$ cat src/rtl/mem_port_arbiter_pkg.sv
// Shared definitions for the two-port memory arbiter: FSM encoding,
// owner identifiers and the read-latency counter width.
package mem_port_arbiter_pkg;

    typedef enum logic [1:0] {
        IDLE   = 2'b00,
        ACCESS = 2'b01,
        DONE   = 2'b10
    } arb_state_t;

    localparam logic OWN_CPU = 1'b0;
    localparam logic OWN_DMA = 1'b1;

    localparam int LAT_W = 3;

    // Terminal count of the latency counter for a given read latency.
    function automatic logic [LAT_W-1:0] lat_last(input int lat);
        return LAT_W'(lat - 1);
    endfunction

endpackage

$ cat src/rtl/mem_port_arbiter_rr_arb2.sv
// Combinational two-way round-robin picker. A lone request always wins;
// on a tie the port that was not granted last is chosen.
module rr_arb2
    import mem_port_arbiter_pkg::*;
(
    input  logic [1:0] req,
    input  logic       last,
    output logic       gnt_valid,
    output logic       gnt_id
);

    // Pick the winner from the request vector (bit 0 = core, bit 1 = DMA).
    always_comb begin
        gnt_valid = |req;
        gnt_id    = OWN_CPU;
        case (req)
            2'b01:   gnt_id = OWN_CPU;
            2'b10:   gnt_id = OWN_DMA;
            2'b11:   gnt_id = ~last;
            default: gnt_id = OWN_CPU;
        endcase
    end

endmodule

$ cat src/rtl/mem_port_arbiter.sv
// Shares one fixed-latency memory between the core datapath port and the
// DMA/loader port. Each access runs IDLE -> ACCESS -> DONE; DONE gives the
// granted port a one-cycle ready pulse that releases the core's stall.
// All outputs come from registers or from decoding registered state, so
// no request input reaches a mem_* output combinationally.
module mem_port_arbiter #(
    parameter int ADDR_W  = 12,
    parameter int DATA_W  = 16,
    parameter int MEM_LAT = 2
) (
    input  logic              clk,
    input  logic              rst,
    input  logic              cpu_req,
    input  logic              cpu_we,
    input  logic [ADDR_W-1:0] cpu_addr,
    input  logic [DATA_W-1:0] cpu_wdata,
    output logic [DATA_W-1:0] cpu_rdata,
    output logic              cpu_ready,
    input  logic              dma_req,
    input  logic              dma_we,
    input  logic [ADDR_W-1:0] dma_addr,
    input  logic [DATA_W-1:0] dma_wdata,
    output logic [DATA_W-1:0] dma_rdata,
    output logic              dma_ready,
    output logic              mem_en,
    output logic              mem_we,
    output logic [ADDR_W-1:0] mem_addr,
    output logic [DATA_W-1:0] mem_wdata,
    input  logic [DATA_W-1:0] mem_rdata,
    output logic              owner,
    output logic              busy
);

    import mem_port_arbiter_pkg::*;

    localparam logic [LAT_W-1:0] LAT_LAST = lat_last(MEM_LAT);

    arb_state_t        state;
    arb_state_t        state_n;
    logic              last;
    logic [LAT_W-1:0]  cnt;
    logic              owner_q;
    logic              we_q;
    logic [ADDR_W-1:0] addr_q;
    logic [DATA_W-1:0] wdata_q;
    logic [DATA_W-1:0] rdata_q;

    logic              gnt_valid;
    logic              gnt_id;
    logic              sel_we;
    logic [ADDR_W-1:0] sel_addr;
    logic [DATA_W-1:0] sel_wdata;
    logic              access_end;

    rr_arb2 u_rr_arb2 (
        .req       ({dma_req, cpu_req}),
        .last      (last),
        .gnt_valid (gnt_valid),
        .gnt_id    (gnt_id)
    );

    // Route the winning port's transaction fields toward the latch registers.
    always_comb begin
        sel_we    = cpu_we;
        sel_addr  = cpu_addr;
        sel_wdata = cpu_wdata;
        if (gnt_id == OWN_DMA) begin
            sel_we    = dma_we;
            sel_addr  = dma_addr;
            sel_wdata = dma_wdata;
        end
    end

    // A write needs one memory cycle; a read waits out the full latency.
    assign access_end = we_q || (cnt == LAT_LAST);

    // State register; reset aborts any access in flight without a ready.
    always_ff @(posedge clk or negedge rst) begin
        if (!rst) begin
            state <= IDLE;
        end else begin
            state <= state_n;
        end
    end

    // Next-state decode: requests only matter while IDLE.
    always_comb begin
        state_n = state;
        case (state)
            IDLE:    if (gnt_valid) state_n = ACCESS;
            ACCESS:  if (access_end) state_n = DONE;
            DONE:    state_n = IDLE;
            default: state_n = IDLE;
        endcase
    end

    // Latch the granted transaction and advance the round-robin pointer.
    always_ff @(posedge clk or negedge rst) begin
        if (!rst) begin
            last    <= OWN_DMA;
            owner_q <= OWN_CPU;
            we_q    <= 1'b0;
            addr_q  <= '0;
            wdata_q <= '0;
        end else if (state == IDLE && gnt_valid) begin
            last    <= gnt_id;
            owner_q <= gnt_id;
            we_q    <= sel_we;
            addr_q  <= sel_addr;
            wdata_q <= sel_wdata;
        end
    end

    // Count ACCESS cycles so a read holds the memory for exactly MEM_LAT cycles.
    always_ff @(posedge clk or negedge rst) begin
        if (!rst) begin
            cnt <= '0;
        end else if (state == ACCESS) begin
            cnt <= cnt + LAT_W'(1);
        end else begin
            cnt <= '0;
        end
    end

    // Capture read data on the final ACCESS edge, when the memory output is valid.
    always_ff @(posedge clk or negedge rst) begin
        if (!rst) begin
            rdata_q <= '0;
        end else if (state == ACCESS && !we_q && cnt == LAT_LAST) begin
            rdata_q <= mem_rdata;
        end
    end

    assign mem_en    = (state == ACCESS);
    assign mem_we    = (state == ACCESS) && we_q;
    assign mem_addr  = addr_q;
    assign mem_wdata = wdata_q;
    assign owner     = owner_q;
    assign busy      = (state != IDLE);

    assign cpu_ready = (state == DONE) && (owner_q == OWN_CPU);
    assign dma_ready = (state == DONE) && (owner_q == OWN_DMA);
    assign cpu_rdata = cpu_ready ? rdata_q : '0;
    assign dma_rdata = dma_ready ? rdata_q : '0;

endmodule
$ cat config.mk
export PLATFORM = sky130hd
export DESIGN_NAME = mem_port_arbiter
export DESIGN_NICKNAME = d
export VERILOG_FILES = /design/src/rtl/mem_port_arbiter_pkg.sv /design/src/rtl/mem_port_arbiter_rr_arb2.sv /design/src/rtl/mem_port_arbiter.sv
export SDC_FILE = /design/constraint.sdc
export NUM_CORES = 1
export LEC_CHECK = 0
export BUFFER_PORTS_ARGS = -buffer_cell sky130_fd_sc_hd__buf_4
export CAP_MARGIN = 20
export CORE_MARGIN = 2
export CORE_UTILIZATION = 45
export CTS_CLUSTER_DIAMETER = 40
export DETAILED_ROUTE_END_ITERATION = 8
export PLACE_DENSITY_LB_ADDON = 0.3
export SYNTH_ARGS = -nofsm -noshare
export SYNTH_HDL_FRONTEND = slang
export SYNTH_SLANG_ARGS = --single-unit
$ cat constraint.sdc
create_clock -name clk -period 2.6 [get_ports clk]
set_clock_uncertainty 0.15 [all_clocks]
set_input_delay 0.26 -clock clk [delete_from_list [all_inputs] [get_ports clk]]
set_output_delay 0.26 -clock clk [all_outputs]
set_load 0.02 [all_outputs]
==> metrics <==
status=finished clean; Netlist cell types=25; row count=27; vias per cell=4.84; Area after DPL=3750 µm²; FF-to-FF path depth=4; FF-to-FF End=mem_wdata[0]; internal power=2.50 mW; Clock transition at path regs=90 ps; Psw=1.44 mW; FF-to-FF setup slack=610 ps; crit path DAT=2110 ps; Worst Hold Path EP=rdata_q[3]; GRT overflow=0; Max Fclk=483 MHz; Worst-Margin Slew=653 ps; Final Non-Filler Cells=413; initial antenna violation count=0; Hold/Removal Path Class=in -> reg; Post-synth EDFFs=0; filler cell count=470; DR pass1 iterations=4; number of DRC markers in iteration 0=38; Sequential Power Share=0.370; Clk network pwr share=0.119; CTS Buffer Depth=2; ys flop type=dfrtp_1; max capacitance violation total=0; worst skew pair latency=300 ps; P&R area growth vs syn=47.0%; IO buf count=143; Setup Viol. Count Final=0; Period Utilization, post-route=0.796; Synth warnings=0; CTS sink count=52; DRC viols=0; CORE AREA=5570 µm²; Mapped Avg Cell Area=13.6 µm²; routed length per instance=14.8 µm; fin nets=420; register area share after synthesis=0.495; IO Pins=144; CP max FO=18; Leakage=1.93 nW; Post-CTS Setup Inserts=0; RSZ-0062 raised after global routing=no; CTS tree=built; GP Congestion=0.704; most frequent cells in the layout=147 x buf_4, 62 x mux2_2, 51 x dfrtp_1; root buf cell=clkbuf_8; hold violation count in the final report=0; Die Y=80.4 µm; ANT cells=0; Total Routed Length=6.09 mm; first-pass GRT wire length=9.67 mm; switch share=0.365; hold path startpoint=mem_rdata[3]; H-Tree Depth=2; largest net degree at the start of global routing=53; synthesized area=2630 µm²; Crit. End Element=flop; HPWL after DPL=4.72 mm; die width=80.4 µm; Net Count, Synth=274; fin crit period=2070 ps; Die ar.=6470 µm²; vias=1997; design area=3860 µm²; total power=3.94 mW; share of cells above drive strength 1=0.677; vias in the first global route=2090; ys async rst share=1.00; Slew Limit Headroom=0.565; total negative setup slack=0 ps; synthesized instance count=194; Synth Register Bits=52; fin. max-slew vios=0; gr usage total=0.195; placed insts=403; PD cells=1020 nW/µm²; critical path required time=2640 ps; Worst setup SP type=input port; peak supply drop=0.000645 V; CTS Buf Count=5; CP Class=in -> reg; Hold Crit Depth=2; Final ANT Viol Nets=0; r2r startpoint=last; initial core utilization=0.472; logic gate share of total power=0.511; most common cell after layout, fill and taps aside=buf_4
how the worst max path moves through the flow:
stage	endpoint	cells past startpoint	startpoint	slack (ps)
2_1_floorplan	cpu_rdata[10]	3	owner	620
3_3_place_gp	mem_addr[11]	4	last	640
3_5_place_dp	mem_wdata[0]	4	last	600
4_1_cts	mem_wdata[0]	6	cpu_req	520
5_1_grt	mem_wdata[0]	6	cpu_req	470
6_report	mem_wdata[0]	6	cpu_req	530
cells by family (layout without fill, tap and decap cells):
| kind of cell | Yosys count | in the layout | share of synthesized area |
|---|---|---|---|
| DFF | 52 | 52 | 0.495 |
| xor gates and xnor gates | 1 | 1 | 0.00333 |
| and+or+nand+nor | 44 | 44 | 0.105 |
| muxes | 74 | 74 | 0.330 |
| buffers and inverters | 15 | 162 | 0.0405 |
| adders and majority gates | 2 | 2 | 0.00952 |
| AOI/OAI and AO/OA | 6 | 6 | 0.0162 |
routing by layer:
| metal | up-vias | share of wire | global-route usage |
|---|---|---|---|
| met5 | - | 0 | 0 |
| met4 | 0 | 0.013 | 0.0627 |
| met3 | 8 | 0.080 | 0.0551 |
| met2 | 82 | 0.53 | 0.346 |
| met1 | 956 | 0.38 | 0.225 |
| li1 | 951 | - | - |
stage by stage:
stage          hold WS, ps   util  setup WS (ps)
2_1_floorplan         -186      -            623
3_3_place_gp           188  0.674            639
3_5_place_dp           186  0.674            604
4_1_cts               28.6  0.693            515
5_1_grt               19.9  0.693            473
6_report              37.0  0.693            529
repair_timing:
action	4_1_cts	5_1_grt
gates resized for setup	0	0
hold endpoints to repair	52	0
hold buffers	2	0
registers in the layout, indices dropped and copies added, names as in the netlist:
signal and flops:
mem_wdata 16, rdata_q 16, mem_addr 12, cnt 3
state 2, last 1, owner 1, we_q 1
critical path: stages:
cell,delay (ps)
dlygate4sd3_1,550
buf_4,130
a21bo_2,350
buf_12,210
mux2_2,330
mux2_2,270
synth_stat cells, drive strengths merged, types with 2 or more instances:
cell     n  area [µm²]
mux2    72         848
dfrtp   51        1280
and2    32         200
buf      8        80.1
nor2     7        26.3
inv      4        15.0
clkbuf   3        11.3
ha       2        25.0
mux2i    2        20.0
nor3b    2        26.3
layout make-up:
type	instances	area, µm²	share of cell area
Sequential cell	52	1300	0.337
Multi-Input combinational cell	127	1220	0.317
Timing Repair Buffer	150	1140	0.296
Clock buffer	8	90.1	0.0233
Tap cell	72	90.1	0.0233
Inverter	4	15.0	0.00388
power groups by stage:
stage | Clock (mW) | Combinational, mW | Sequential, mW
3_3_place_gp | 0 | 1.99 | 1.45
4_1_cts | 0.486 | 2.05 | 1.46
5_1_grt | 0.519 | 2.16 | 1.52
3_5_place_dp | 0 | 2.04 | 1.48
6_report | 0.469 | 2.02 | 1.46
2_1_floorplan | 0 | 1.01 | 1.71
Note: power is estimated with default switching activity, not from simulation.
